## src/rtl/dmem_access_ctrl_if.sv

```systemverilog
// Data-memory request/ready bus between the MEM-stage access controller
// (master) and a variable-latency data memory (slave).
interface dmem_access_ctrl_if;
    logic        mem_req;
    logic        mem_we;
    logic [31:0] mem_addr;
    logic [31:0] mem_wdata;
    logic        mem_ready;
    logic [31:0] mem_rdata;

    modport master (
        output mem_req,
        output mem_we,
        output mem_addr,
        output mem_wdata,
        input  mem_ready,
        input  mem_rdata
    );

    modport slave (
        input  mem_req,
        input  mem_we,
        input  mem_addr,
        input  mem_wdata,
        output mem_ready,
        output mem_rdata
    );
endinterface

```

## src/rtl/dmem_access_ctrl.sv

```systemverilog
// MEM-stage data-memory access sequencer: IDLE -> BUSY -> DONE handshake with
// a variable-latency memory, pipeline stall generation and a sticky timeout.
module dmem_access_ctrl #(
    parameter int unsigned TIMEOUT_CYCLES = 16,
    parameter int unsigned CNT_W          = 5
) (
    input  logic                 clk,
    input  logic                 reset,
    input  logic                 MemRead_MEM,
    input  logic                 MemWrite_MEM,
    input  logic [31:0]          ALUresult_MEM,
    input  logic [31:0]          data2_MEM,
    dmem_access_ctrl_if.master   mem,
    output logic [31:0]          rdata_out,
    output logic                 stall,
    output logic                 timeout_err
);

    typedef enum logic [1:0] {
        S_IDLE,
        S_BUSY,
        S_DONE
    } state_t;

    localparam logic [CNT_W-1:0] LP_CNT_LAST = CNT_W'(TIMEOUT_CYCLES - 1);

    state_t             r_state;
    logic [CNT_W-1:0]   r_cnt;
    logic               r_mem_req;
    logic               r_mem_we;
    logic [31:0]        r_mem_addr;
    logic [31:0]        r_mem_wdata;
    logic [31:0]        r_rdata_out;
    logic               r_timeout_err;

    logic               w_access;
    logic               w_stall;

    assign w_access = MemRead_MEM | MemWrite_MEM;

    // Access sequencer: latches the request, waits for ready or timeout.
    always_ff @(posedge clk) begin
        if (reset) begin
            r_state       <= S_IDLE;
            r_cnt         <= '0;
            r_mem_req     <= 1'b0;
            r_mem_we      <= 1'b0;
            r_mem_addr    <= '0;
            r_mem_wdata   <= '0;
            r_rdata_out   <= '0;
            r_timeout_err <= 1'b0;
        end else begin
            case (r_state)
                S_IDLE: begin
                    if (w_access) begin
                        r_mem_addr  <= ALUresult_MEM;
                        r_mem_wdata <= data2_MEM;
                        r_mem_we    <= MemWrite_MEM;
                        r_mem_req   <= 1'b1;
                        r_cnt       <= '0;
                        r_state     <= S_BUSY;
                    end
                end
                S_BUSY: begin
                    // Ready on the timeout edge still counts as success.
                    if (mem.mem_ready) begin
                        r_mem_req <= 1'b0;
                        if (!r_mem_we) begin
                            r_rdata_out <= mem.mem_rdata;
                        end
                        r_state <= S_DONE;
                    end else if (r_cnt == LP_CNT_LAST) begin
                        r_mem_req     <= 1'b0;
                        r_timeout_err <= 1'b1;
                        if (!r_mem_we) begin
                            r_rdata_out <= '0;
                        end
                        r_state <= S_DONE;
                    end else begin
                        r_cnt <= r_cnt + 1'b1;
                    end
                end
                S_DONE: begin
                    r_state <= S_IDLE;
                end
                default: begin
                    r_state <= S_IDLE;
                end
            endcase
        end
    end

    // Pipeline freeze: pending access in IDLE, whole of BUSY; released in DONE.
    always_comb begin
        w_stall = 1'b0;
        case (r_state)
            S_IDLE:  w_stall = w_access;
            S_BUSY:  w_stall = 1'b1;
            default: w_stall = 1'b0;
        endcase
        if (reset) begin
            w_stall = 1'b0;
        end
    end

    assign mem.mem_req   = r_mem_req;
    assign mem.mem_we    = r_mem_we;
    assign mem.mem_addr  = r_mem_addr;
    assign mem.mem_wdata = r_mem_wdata;
    assign rdata_out     = r_rdata_out;
    assign timeout_err   = r_timeout_err;
    assign stall         = w_stall;

endmodule

```

## src/flat_wrapper.sv

```systemverilog
// flat-port wrapper written by rule: the top's interface ports become plain ports
module dmem_access_ctrl_flat 
#(
    parameter int unsigned TIMEOUT_CYCLES = 16,
    parameter int unsigned CNT_W          = 5
)
  (clk, reset, MemRead_MEM, MemWrite_MEM, ALUresult_MEM, data2_MEM, rdata_out, stall, timeout_err, mem_mem_req, mem_mem_we, mem_mem_addr, mem_mem_wdata, mem_mem_ready, mem_mem_rdata);
  dmem_access_ctrl_if mem_i ();
  input  logic clk;
  input  logic reset;
  input  logic MemRead_MEM;
  input  logic MemWrite_MEM;
  input  logic [31:0] ALUresult_MEM;
  input  logic [31:0] data2_MEM;
  output logic [31:0] rdata_out;
  output logic stall;
  output logic timeout_err;
  output wire logic [$bits(mem_i.mem_req)-1:0] mem_mem_req;
  output wire logic [$bits(mem_i.mem_we)-1:0] mem_mem_we;
  output wire logic [$bits(mem_i.mem_addr)-1:0] mem_mem_addr;
  output wire logic [$bits(mem_i.mem_wdata)-1:0] mem_mem_wdata;
  input wire logic [$bits(mem_i.mem_ready)-1:0] mem_mem_ready;
  input wire logic [$bits(mem_i.mem_rdata)-1:0] mem_mem_rdata;
  assign mem_mem_req = mem_i.mem_req;
  assign mem_mem_we = mem_i.mem_we;
  assign mem_mem_addr = mem_i.mem_addr;
  assign mem_mem_wdata = mem_i.mem_wdata;
  assign mem_i.mem_ready = mem_mem_ready;
  assign mem_i.mem_rdata = mem_mem_rdata;
  dmem_access_ctrl #(.TIMEOUT_CYCLES(TIMEOUT_CYCLES), .CNT_W(CNT_W)) u_core (.clk(clk), .reset(reset), .MemRead_MEM(MemRead_MEM), .MemWrite_MEM(MemWrite_MEM), .ALUresult_MEM(ALUresult_MEM), .data2_MEM(data2_MEM), .mem(mem_i), .rdata_out(rdata_out), .stall(stall), .timeout_err(timeout_err));
endmodule
```

## config.mk

```make
export PLATFORM = sky130hd
export DESIGN_NAME = dmem_access_ctrl_flat
export DESIGN_NICKNAME = d
export VERILOG_FILES = /design/src/rtl/dmem_access_ctrl_if.sv /design/src/rtl/dmem_access_ctrl.sv /design/src/flat_wrapper.sv
export SDC_FILE = /design/constraint.sdc
export NUM_CORES = 1
export LEC_CHECK = 0
export ABC_AREA = 1
export BUFFER_PORTS_ARGS = -buffer_cell sky130_fd_sc_hd__buf_2
export CAP_MARGIN = 20
export CORE_UTILIZATION = 51
export CTS_BUF_LIST = sky130_fd_sc_hd__clkbuf_4
export CTS_CLUSTER_SIZE = 30
export DETAILED_ROUTE_END_ITERATION = 16
export GPL_TIMING_DRIVEN = 1
export HOLD_SLACK_MARGIN = 0.02
export PLACE_DENSITY = 0.87
export SLEW_MARGIN = 5
export SYNTH_ARGS = -nofsm -noshare
export SYNTH_HDL_FRONTEND = slang
export SYNTH_SLANG_ARGS = --single-unit
```

## constraint.sdc

```tcl
create_clock -name clk -period 2.55 [get_ports clk]
set_input_delay 0.255 -clock clk [delete_from_list [all_inputs] [get_ports clk]]
set_output_delay 0.255 -clock clk [all_outputs]
set_load 0.05 [all_outputs]
```

* Word level (Yosys, flattened, before mapping) *
Index checks and enable logic that the tools add are counted.

cells by class
  $add $sub $neg = 1
  $mul = 0
  divide/modulo/power cells = 0
  $lt $le $gt $ge = 0
  equal/unequal tests = 6
  shifts and indexed selects = 0
  mux-type cells = 18
  bitwise gates (word level) = 3
  reductions and logical operators = 9

operators with widths
  kind                 number
  $mux 32              4
  $mux 5               3
  $pmux 5 s2           1
  $reduce_and 3->1     3
  $mux 2               3
  $add 5x1->5 const B  1
  $eq 5x4->1 const B   1
  $mux 1               4
  $ne 2x2->1 const B   2
  $pmux 1 s2           2
  $pmux 2 s2           1
  $reduce_and 2->1     2
  $reduce_and 4->1     1
  $reduce_bool 2->1    2
  $ne 3x2->1 const B   1
  $eq 2x1->1 const B   1
  $logic_not 2->1      1
  $ne 2x1->1 const B   1
  $not 1->1            2
  $or 1x1->1           1

word-level totals
  register bits = 106
  bits in latches = 0
  RAM bits = 0
  ROM bits = 0
  input port bits = 101
  memories = 0

* Logic depth before layout (Yosys ltp) *
Gate-level depths: netlist (run 1).

  depth after elaboration = 4
  mapped depth = 11

* Least setup slack after synthesis (run 1) *
No wires, ideal clock.

  path type = reg2out
  from = register u_core.r_state[1]
  to = output port stall
  data arrival time = 1.539 ns
  required time = 2.295 ns
  path slack = 0.756 ns
  stages on the path, launching flop included = 5
  path buffers = 1
  path through = dfxtp_1 -> nor2_2 -> nand2_4 -> buf_2 -> a21oi_1

on the way
  longest elaborated chain between the ends = 3
  elaborated cells between the ends (all ways) = 4

RTL lines
  item                                                  line                     source
  from (decl)                                           dmem_access_ctrl.sv:27   state_t r_state;
  from (signal assigned)                                dmem_access_ctrl.sv:44   r_state <= S_IDLE;
  from (signal assigned)                                dmem_access_ctrl.sv:61   r_state <= S_BUSY;
  from (signal assigned)                                dmem_access_ctrl.sv:71   r_state <= S_DONE;
  $eq 2x1->1 / $logic_not 2->1 (equally long branches)  dmem_access_ctrl.sv:96   case (r_state)
  $pmux 1 s2 *                                          dmem_access_ctrl.sv:96
  $mux 1 *                                              dmem_access_ctrl.sv:101  if (reset) begin
  to (decl)                                             flat_wrapper.sv:16       output logic stall;

Every way passes the cells marked *; elsewhere a longest branch is shown, timed or not.

* Worst setup path in the final report (run 1) *
Same ends and word-level chain as after synthesis.

==> out/metrics.yaml, run 1 <==
cpPeakStageDelay_ns: 0.38
slew_headroom_pct: 45.9
htree_num_levels: 3
cts_tree: "yes"
seq_area_mm2: 0.00212
clock-skew-final_ns: 0.0221
synth-main-ff-cell: "dfxtp_1"
synth_edf_count: 0
rows: 32
numCtsBuffers: 9
synth_nets: 657
final_area_mm2: 0.00522
routed_via_density: 4.80
start_util_pct: 52.8
cts_setup_buffers: 0
grt.overflow.total: 0
gp_congestion: 0.801
yosys_warnings: 0
die_area_mm2: 0.00841
dp_hpwl_um: 7100
grt_max_degree: 100
place_ws_ns: 0.585
io_buffers: 200
vias: 4060
cts.sinks: 106
globalRouteTotalUtil_pct: 24.3
slowest_stage: "dfxtp_1"
wl_per_cell_um: 12.0
grt_pass1_vias: 3763
max_cap_viol_count: 0
ys_seq_elements: 106
nFillCells: 680
cp_max_fo: 36
first_pass_iters: 4
setup.worst_path.end_class: "output port"
grt_pass1_wl_um: 16300
arrival_ns: 1.72
rsz0062_at_grt: "false"
clk_latency_ns: 0.44
hold_class: "input pin to flop"
status: "completed"
die_w_um: 91.7
place_area_mm2: 0.00503
crit_family: "simple AND/OR/NAND/NOR gates"
synth_area_per_cell_um2: 7.42
start_kind: "flop"
async_flop_share_pct: 0
final_hold_viol_count: 0
r2r_setup_slack_ns: 0.58
hold_slack_ns: 0.0475
netlist.area_leader.share_pct: 51.7
ir_drop_mv: 0.382
synthDistinctLibCells: 23
syn_inst: 553
fin_crit_ns: 1.98
timing.setup.critical_path_class: "flop to output port"
clk_pin_slew_ns: 0.16
multi_input_area_mm2: 0.00158
io_pins: 201
worst_pin_slew_ns: 0.811
fin_tns_setup_ns: 0
area_growth_pct: 27.3
dieHeight_um: 91.7
core_area_mm2: 0.00777
insertedDiodeCount: 0
antenna_found_initial: 0
setup_violations: 0
layout-drive-gt1-share_pct: 30.7
period_share_pct: 77.5
yosysTopAreaCell: "dfxtp_1"
drt_drc_violations_left: 0
ant_nets: 0
synth_area_mm2: 0.00410
crit_chain: "nor2_2 -> nand2_4 -> a21oi_1 -> buf_2"
max_freq_mhz: 506
drt_iter0_markers: 124
ys_seq_area_share_pct: 51.7
final_max_slew_viol_count: 0
clockBufferDepth: 2
power_leakage_uw: 0.00284
cts.repair.resized: 0
critical_path_buf_inv_count: 1
p_per_area_mw_per_mm2: 751
cp.required_ns: 2.30
synthTopCellsByArea: "dfxtp_1, nor2_1, o21ai_1"
worst_slack_ns: 0.573
totalWireLength_um: 10100
root_buffer: "clkbuf_4"
fin_nets: 842
## logic make-up (layout without fill, tap and decap cells)
group	count (synthesis)	in the layout	synth area share [%]
AND/OR/NAND/NOR	258	258	24.4
AO/OA/AOI/OAI	108	108	13.2
flip-flops	106	106	51.7
buffers and inverters	78	268	9.73
adder cells (fa/ha/maj)	3	3	0.915
## per-layer routing
| metal | part of all wire (%) | vias up | wire [um] | GRT usage, % |
|---|---|---|---|---|
| met5 | 0 | - | 0 | 0 |
| met4 | 1.7 | 0 | 175 | 10.2 |
| met3 | 5.4 | 16 | 548 | 4.39 |
| met2 | 51 | 146 | 5160 | 46.7 |
| met1 | 42 | 1799 | 4250 | 25.7 |
| li1 | - | 2099 | - | - |
## layout by cell type (no fill, tap or decap), types with 2 or more instances in the layout
cell type / n
buf_2: 200
nor2_1: 199
dfxtp_1: 106
o21ai_1: 63
nand2_1: 49
inv_1: 40
o21ai_0: 35
clkbuf_4: 10
a21oi_1: 9
dlygate4sd3_1: 5
inv_4: 3
ha_1: 3
inv_6: 3
buf_4: 3
nor2_2: 2
nand3_1: 2
## worst register-to-register path, delay by kind of cell, from the launching register on
family	cells	cell delay [ns]
simple gates	6	0.62
fa+ha+maj	2	0.43
buf+inv	1	0.26
compound gates	1	0.19
flops	1	0.41
## state kept, by name, indices dropped and copies added (netlist names)
| name | flops |
|---|---|
| u_core.mem.mem_wdata | 32 |
| u_core.mem.mem_we | 1 |
| u_core.r_cnt | 5 |
| u_core.mem.mem_req | 1 |
| u_core.timeout_err | 1 |
| u_core.r_state | 2 |
| u_core.rdata_out | 32 |
| u_core.mem.mem_addr | 32 |
## per-stage QoR
step                total power (uW)  std cells  util [%]
floorplan                       2820        553         -
global placement                3050        824      64.7
detailed placement              3080        824      64.7
CTS                             3950        844      67.1
global route                    4120        845      67.2
finish                          3920        845      67.2
## Yosys cell counts (all sizes together) (2+ instances only)
library cell and number:
dfxtp 106, buf 26, ha 3, clkbuf 8, o21ai 98, a21oi 9
nand3 2, nor2 202, inv 44, nand2 51
## cell type report
class,count,share of cell area (%)
Clock buffer,10,1.44
Clock inverter,6,1.34
Inverter,44,3.31
Multi-Input combinational cell,369,30.3
Sequential cell,106,40.6
Tap cell,102,2.44
Timing Repair Buffer,208,20.6
## path summary, 6_finish.rpt
kind	startpoint	end	cells past startpoint
min	data2_MEM[8]	u_core.mem.mem_wdata[8]$_SDFFE_PP0P_	3
max reg2reg	u_core.r_cnt[0]$_SDFFE_PP0P_	u_core.rdata_out[30]$_SDFFE_PP0P_	10
max	u_core.r_state[1]$_SDFFE_PP0P_	stall	4
min reg2reg	u_core.mem.mem_req$_SDFFE_PP0P_	u_core.mem.mem_req$_SDFFE_PP0P_	2
## power by group
part / switching (uW) / internal (uW) / total, uW
Clock: 550 / 322 / 873
Sequential: 74.9 / 1810 / 1880
Combinational: 877 / 287 / 1160
Total: 1500 / 2420 / 3920
## what timing repair did
| item | 4_1_cts | 5_1_grt |
|---|---|---|
| endpoints found under the hold margin | 4 | 1 |
| setup endpoints to repair | 0 | 0 |
| hold buffers | 4 | 1 |
Note: power is estimated with default switching activity, not from simulation.
==> run 2: changes to the inputs <==
--- a/config.mk
+++ b/config.mk
@@ -8,13 +8,13 @@
 export ABC_AREA = 1
 export BUFFER_PORTS_ARGS = -buffer_cell sky130_fd_sc_hd__buf_2
 export CAP_MARGIN = 20
-export CORE_UTILIZATION = 51
+export CORE_UTILIZATION = 43
 export CTS_BUF_LIST = sky130_fd_sc_hd__clkbuf_4
 export CTS_CLUSTER_SIZE = 30
 export DETAILED_ROUTE_END_ITERATION = 16
 export GPL_TIMING_DRIVEN = 1
 export HOLD_SLACK_MARGIN = 0.02
-export PLACE_DENSITY = 0.87
+export PLACE_DENSITY = 0.79
 export SLEW_MARGIN = 5
 export SYNTH_ARGS = -nofsm -noshare
 export SYNTH_HDL_FRONTEND = slang
==> constraint.sdc (replaced) <==
create_clock -name clk -period 1.6 [get_ports clk]
set_input_delay 0.16 -clock clk [delete_from_list [all_inputs] [get_ports clk]]
set_output_delay 0.16 -clock clk [all_outputs]
set_load 0.05 [all_outputs]
==> out/metrics.yaml, run 2 (synthesis results as in run 1) <==
layout_commonest_cell: "buf_2"
drt_drc_violations_left: 0
status: "complete, but fails checks"
io_buffers: 200
root_buffer: "clkbuf_4"
place_ws_ns: -0.118
drt_iter0_markers: 211
final_hold_viol_count: 0
antenna_found_initial: 1
clockBufferDepth: 2
io_pins: 201
ant_nets: 0
clk_pin_slew_ns: 0.17
rsz0062_at_grt: "true"
place_area_mm2: 0.00526
grt_use_met1_pct: 27.3
use_met2_pct: 45.7
cts.sinks: 106
globalRouteTotalUtil_pct: 25.1
crit_chain: "ha_4 -> nand2_4 -> nor2_4 -> ha_4 -> nor2_4 -> nor2_4 -> nand2_8 -> buf_8 -> o21ai_1 -> nor2_1"
swShare_pct: 38.4
cpMostUsedCell: "nor2_4"
final_area_mm2: 0.00662
vias: 4659
die_w_um: 99.7
wl_per_cell_um: 13.7
first_pass_iters: 4
dp_hpwl_um: 7600
setup.worst_path.end_class: "flop"
final_max_slew_viol_count: 0
grt_max_degree: 56
cts_tree: "yes"
ir_drop_mv: 0.539
arrival_ns: 2.03
layout-drive-gt1-share_pct: 34.0
rows: 35
dieHeight_um: 99.7
failed_checks: "negative setup slack"
period_share_pct: 104
clock-skew-final_ns: 0.0237
numCtsBuffers: 9
fin_crit_ns: 1.66
cpPeakStageDelay_ns: 0.39
hold_slack_ns: 0.0512
start_util_pct: 44.4
slowest_stage: "dfxtp_2"
layout_common_cells: "buf_2, nor2_1, dfxtp_1"
htree_num_levels: 3
timing.setup.critical_path_class: "flop to flop"
cp.required_ns: 1.96
fin_nets: 949
met3_usage_pct: 4.71
clk_latency_ns: 0.45
grt_pass1_wl_um: 19800
setup_violations: 27
core_area_mm2: 0.00924
p_comb_share_pct: 33.6
power_leakage_uw: 0.00341
totalWireLength_um: 13500
slew_headroom_pct: 73.0
die_area_mm2: 0.00994
busiest_layer: "met2"
grt_pass1_vias: 4402
power_frac_clock_pct: 20.9
p_per_area_mw_per_mm2: 1010
seqPwrFrac_pct: 45.5
routed_via_density: 4.75
worst_pin_slew_ns: 0.405
area_growth_pct: 61.2
max_freq_mhz: 601
hold_class: "input pin to flop"
max_cap_viol_count: 0
worst_slack_ns: -0.0638
cp_max_fo: 12
intPower_uw: 4100
fin_total_pwr_uw: 6650
gp_congestion: 0.771
start_kind: "flop"
nFillCells: 700
grt.overflow.total: 0
p_switching_uw: 2560
postLayoutCoreUtil_pct: 71.6
-- run 2: path summary, 6_finish.rpt --
check / startpoint / end / slack (ns) / depth (start not counted)
setup / recovery: u_core.r_cnt[0]$_SDFFE_PP0P_ / u_core.rdata_out[19]$_SDFFE_PP0P_ / -0.06 / 10
hold reg to reg: u_core.mem.mem_req$_SDFFE_PP0P_ / u_core.mem.mem_req$_SDFFE_PP0P_ / 0.49 / 2
hold / removal: mem_mem_rdata[25] / u_core.rdata_out[25]$_SDFFE_PP0P_ / 0.05 / 5
setup reg to reg: u_core.r_cnt[0]$_SDFFE_PP0P_ / u_core.rdata_out[19]$_SDFFE_PP0P_ / -0.06 / 10
-- run 2: through the flow --
stage	TNS (ns)	cells
floorplan	0	553
global placement	-0.182	867
detailed placement	-2.79	867
CTS	-0.823	975
global route	-2.97	979
finish	-0.753	980
-- run 2: worst max-delay path, delay by kind of cell (launching register included) --
family                   cells  cell delay [ns]
adder cells (fa/ha/maj)      2             0.33
flip-flops                   1             0.39
AND/OR/NAND/NOR              6             0.56
AO/OA/AOI/OAI                1             0.14
buffers and inverters        1             0.17
-- run 2: power by group through the flow --
stage                     clock network (uW)  logic [uW]  registers (uW)
after floorplan                            0         609            3880
after global placement                     0        1900            3050
after detailed placement                   0        1930            3060
after CTS                               1450        2130            3010
after global routing                    1540        2380            3050
final                                   1390        2240            3020
-- run 2: repair_timing --
| action | CTS | global route |
|---|---|---|
| cloned | 1 | 4 |
| hold endpoints to repair | 94 | 0 |
| buffers inserted | 2 | 0 |
| endpoints found under the setup margin | 35 | 38 |
| pin swaps | 5 | 7 |
| gates resized for setup | 20 | 41 |
| hold buffers | 89 | 0 |
-- run 2: layout make-up --
cell class | count | area, um^2 | area share (%)
antenna | 1 | 2.50 | 0.0378
clock buffer | 9 | 67.6 | 1.02
clock inverter | 7 | 76.3 | 1.15
inverter | 44 | 183 | 2.76
multi-input combinational | 369 | 1760 | 26.5
sequential | 106 | 2130 | 32.2
tap | 129 | 161 | 2.44
timing repair buffer | 315 | 2240 | 33.9
-- run 2: layer usage --
metal	vias up	part of all wire [%]
met3	48	6.4
li1	2301	-
met4	0	4.1
met5	-	0
met2	204	51
met1	2106	38
==> run 3: changes to the inputs <==
--- a/config.mk
+++ b/config.mk
@@ -6,15 +6,15 @@
 export NUM_CORES = 1
 export LEC_CHECK = 0
 export ABC_AREA = 1
-export BUFFER_PORTS_ARGS = -buffer_cell sky130_fd_sc_hd__buf_2
 export CAP_MARGIN = 20
-export CORE_UTILIZATION = 43
+export CORE_UTILIZATION = 59
 export CTS_BUF_LIST = sky130_fd_sc_hd__clkbuf_4
 export CTS_CLUSTER_SIZE = 30
 export DETAILED_ROUTE_END_ITERATION = 16
+export DONT_BUFFER_PORTS = 1
 export GPL_TIMING_DRIVEN = 1
 export HOLD_SLACK_MARGIN = 0.02
-export PLACE_DENSITY = 0.79
+export PLACE_DENSITY = 0.78
 export SLEW_MARGIN = 5
 export SYNTH_ARGS = -nofsm -noshare
 export SYNTH_HDL_FRONTEND = slang
==> out/metrics.yaml, run 3 (synthesis results as in run 1) <==
globalRouteTotalUtil_pct: 32.6
gp_congestion: 0.766
setup.worst_path.end_class: "flop"
start_kind: "flop"
die_area_mm2: 0.00729
layout-drive-gt1-share_pct: 14.8
p_per_area_mw_per_mm2: 1160
power_leakage_uw: 0.00266
start_util_pct: 60.7
area_growth_pct: 40.7
antenna_found_initial: 0
max_freq_mhz: 606
multi_input_area_mm2: 0.00176
first_pass_iters: 4
final_max_slew_viol_count: 0
totalWireLength_um: 12900
ant_nets: 0
grt.overflow.total: 0
core_area_mm2: 0.00676
grt_max_degree: 42
r2r-end: "u_core.rdata_out[16]$_SDFFE_PP0P_"
cts.sinks: 106
ir_drop_mv: 0.820
io_buffers: 0
crit_start: "u_core.r_cnt[1]$_SDFFE_PP0P_"
final_hold_viol_count: 0
status: "complete, but fails checks"
seq_area_mm2: 0.00213
clock-skew-final_ns: 0.0167
grt_pass1_vias: 4063
arrival_ns: 2.03
slew_headroom_pct: 56.7
max_cap_viol_count: 0
r2r_setup_slack_ns: -0.05
cp.required_ns: 1.98
rsz0062_at_grt: "true"
routed_via_density: 5.51
root_buffer: "clkbuf_4"
crit_end: "u_core.rdata_out[16]$_SDFFE_PP0P_"
clk_pin_slew_ns: 0.17
dieHeight_um: 85.4
layout_commonest_cell: "nor2_1"
postLayoutCoreUtil_pct: 85.4
period_share_pct: 103
drt_iter0_markers: 244
insertedDiodeCount: 0
grt_pass1_wl_um: 18600
nFillCells: 376
wl_per_cell_um: 17.1
numCtsBuffers: 9
htree_num_levels: 3
hold_slack_ns: 0.0652
rows: 30
vias: 4163
drt_drc_violations_left: 0
timing.setup.critical_path_class: "flop to flop"
worst_slack_ns: -0.0506
fin_crit_ns: 1.65
fin_nets: 775
worst_pin_slew_ns: 0.647
r2r_cells: 11
hold_class: "input pin to flop"
failed_checks: "negative setup slack"
clockBufferDepth: 2
dp_hpwl_um: 6640
cp_max_fo: 6
cts_tree: "yes"
r2r_start: "u_core.r_cnt[1]$_SDFFE_PP0P_"
min_path_cells: 4
layout_common_cells: "nor2_1, dfxtp_1, dlygate4sd3_1"
clk_latency_ns: 0.45
io_pins: 201
setup_violations: 1
die_w_um: 85.4
==> run 3: repair_timing <==
item / in CTS / in global routing
resized for setup: 20 / 35
hold buffers: 101 / 0
hold endpoints to repair: 104 / 0
cloned: 1 / 1
pin swaps: 10 / 21
setup buffers: 3 / 0
setup endpoints to repair: 33 / 38
==> run 3: power breakdown <==
part | leakage (uW) | switching [uW] | internal (uW)
Sequential | 0.000877 | 887 | 2880
Combinational | 0.00168 | 731 | 533
Clock | 0.0000968 | 890 | 793
==> run 3: cell type report <==
cell class                 instances  share of cell area [%]
sequential                       106                    36.8
clock buffer                       9                    1.17
inverter                          44                    3.08
clock inverter                     6                    1.95
timing repair buffer             140                    24.7
multi-input combinational        370                    30.5
tap                               80                    1.73
==> run 3: worst min-delay path by stage <==
| stage | from | endpoint |
|---|---|---|
| floorplan | MemWrite_MEM | u_core.mem.mem_we$_SDFFE_PP0P_ |
| global placement | reset | u_core.mem.mem_we$_SDFFE_PP0P_ |
| detailed placement | reset | u_core.r_cnt[4]$_SDFFE_PP0P_ |
| CTS | mem_mem_ready | u_core.r_cnt[4]$_SDFFE_PP0P_ |
| global route | mem_mem_ready | u_core.r_cnt[4]$_SDFFE_PP0P_ |
| finish | mem_mem_ready | u_core.r_cnt[4]$_SDFFE_PP0P_ |
==> run 3: per-stage QoR <==
stage                     std cells  setup TNS (ns)  setup WS, ns  power, uW  cell area [um^2]
final                           755         -0.0506       -0.0506       6720              5770
after global routing            755          -0.641        -0.117       6940              5770
after CTS                       754               0       0.00263       6580              5620
after detailed placement        634           -2.86        -0.137       4720              4330
after global placement          634         -0.0586       -0.0119       4670              4330
after floorplan                 553               0        0.0124       4490              4110
==> run 3: critical path, stage by stage, from the launching register on <==
cell and delay, ns:
dfxtp_2 0.38, ha_4 0.15, nand2_4 0.06, nor2_4 0.11, ha_4 0.16, nor2_4 0.04, nor2_4 0.09, nand2_4 0.10
inv_8 0.11, clkbuf_16 0.16, nor2_2 0.04, nor2_1 0.20
==> run 3: layer usage <==
metal  global-route usage, %  vias to the layer above  part of all wire, %
met3                    8.46                       55                  8.8
met1                    34.0                     1909                   36
li1                        -                     1960                    -
met5                       0                        -                    0
met4                    18.8                        0                  4.6
met2                    59.1                      239                   51
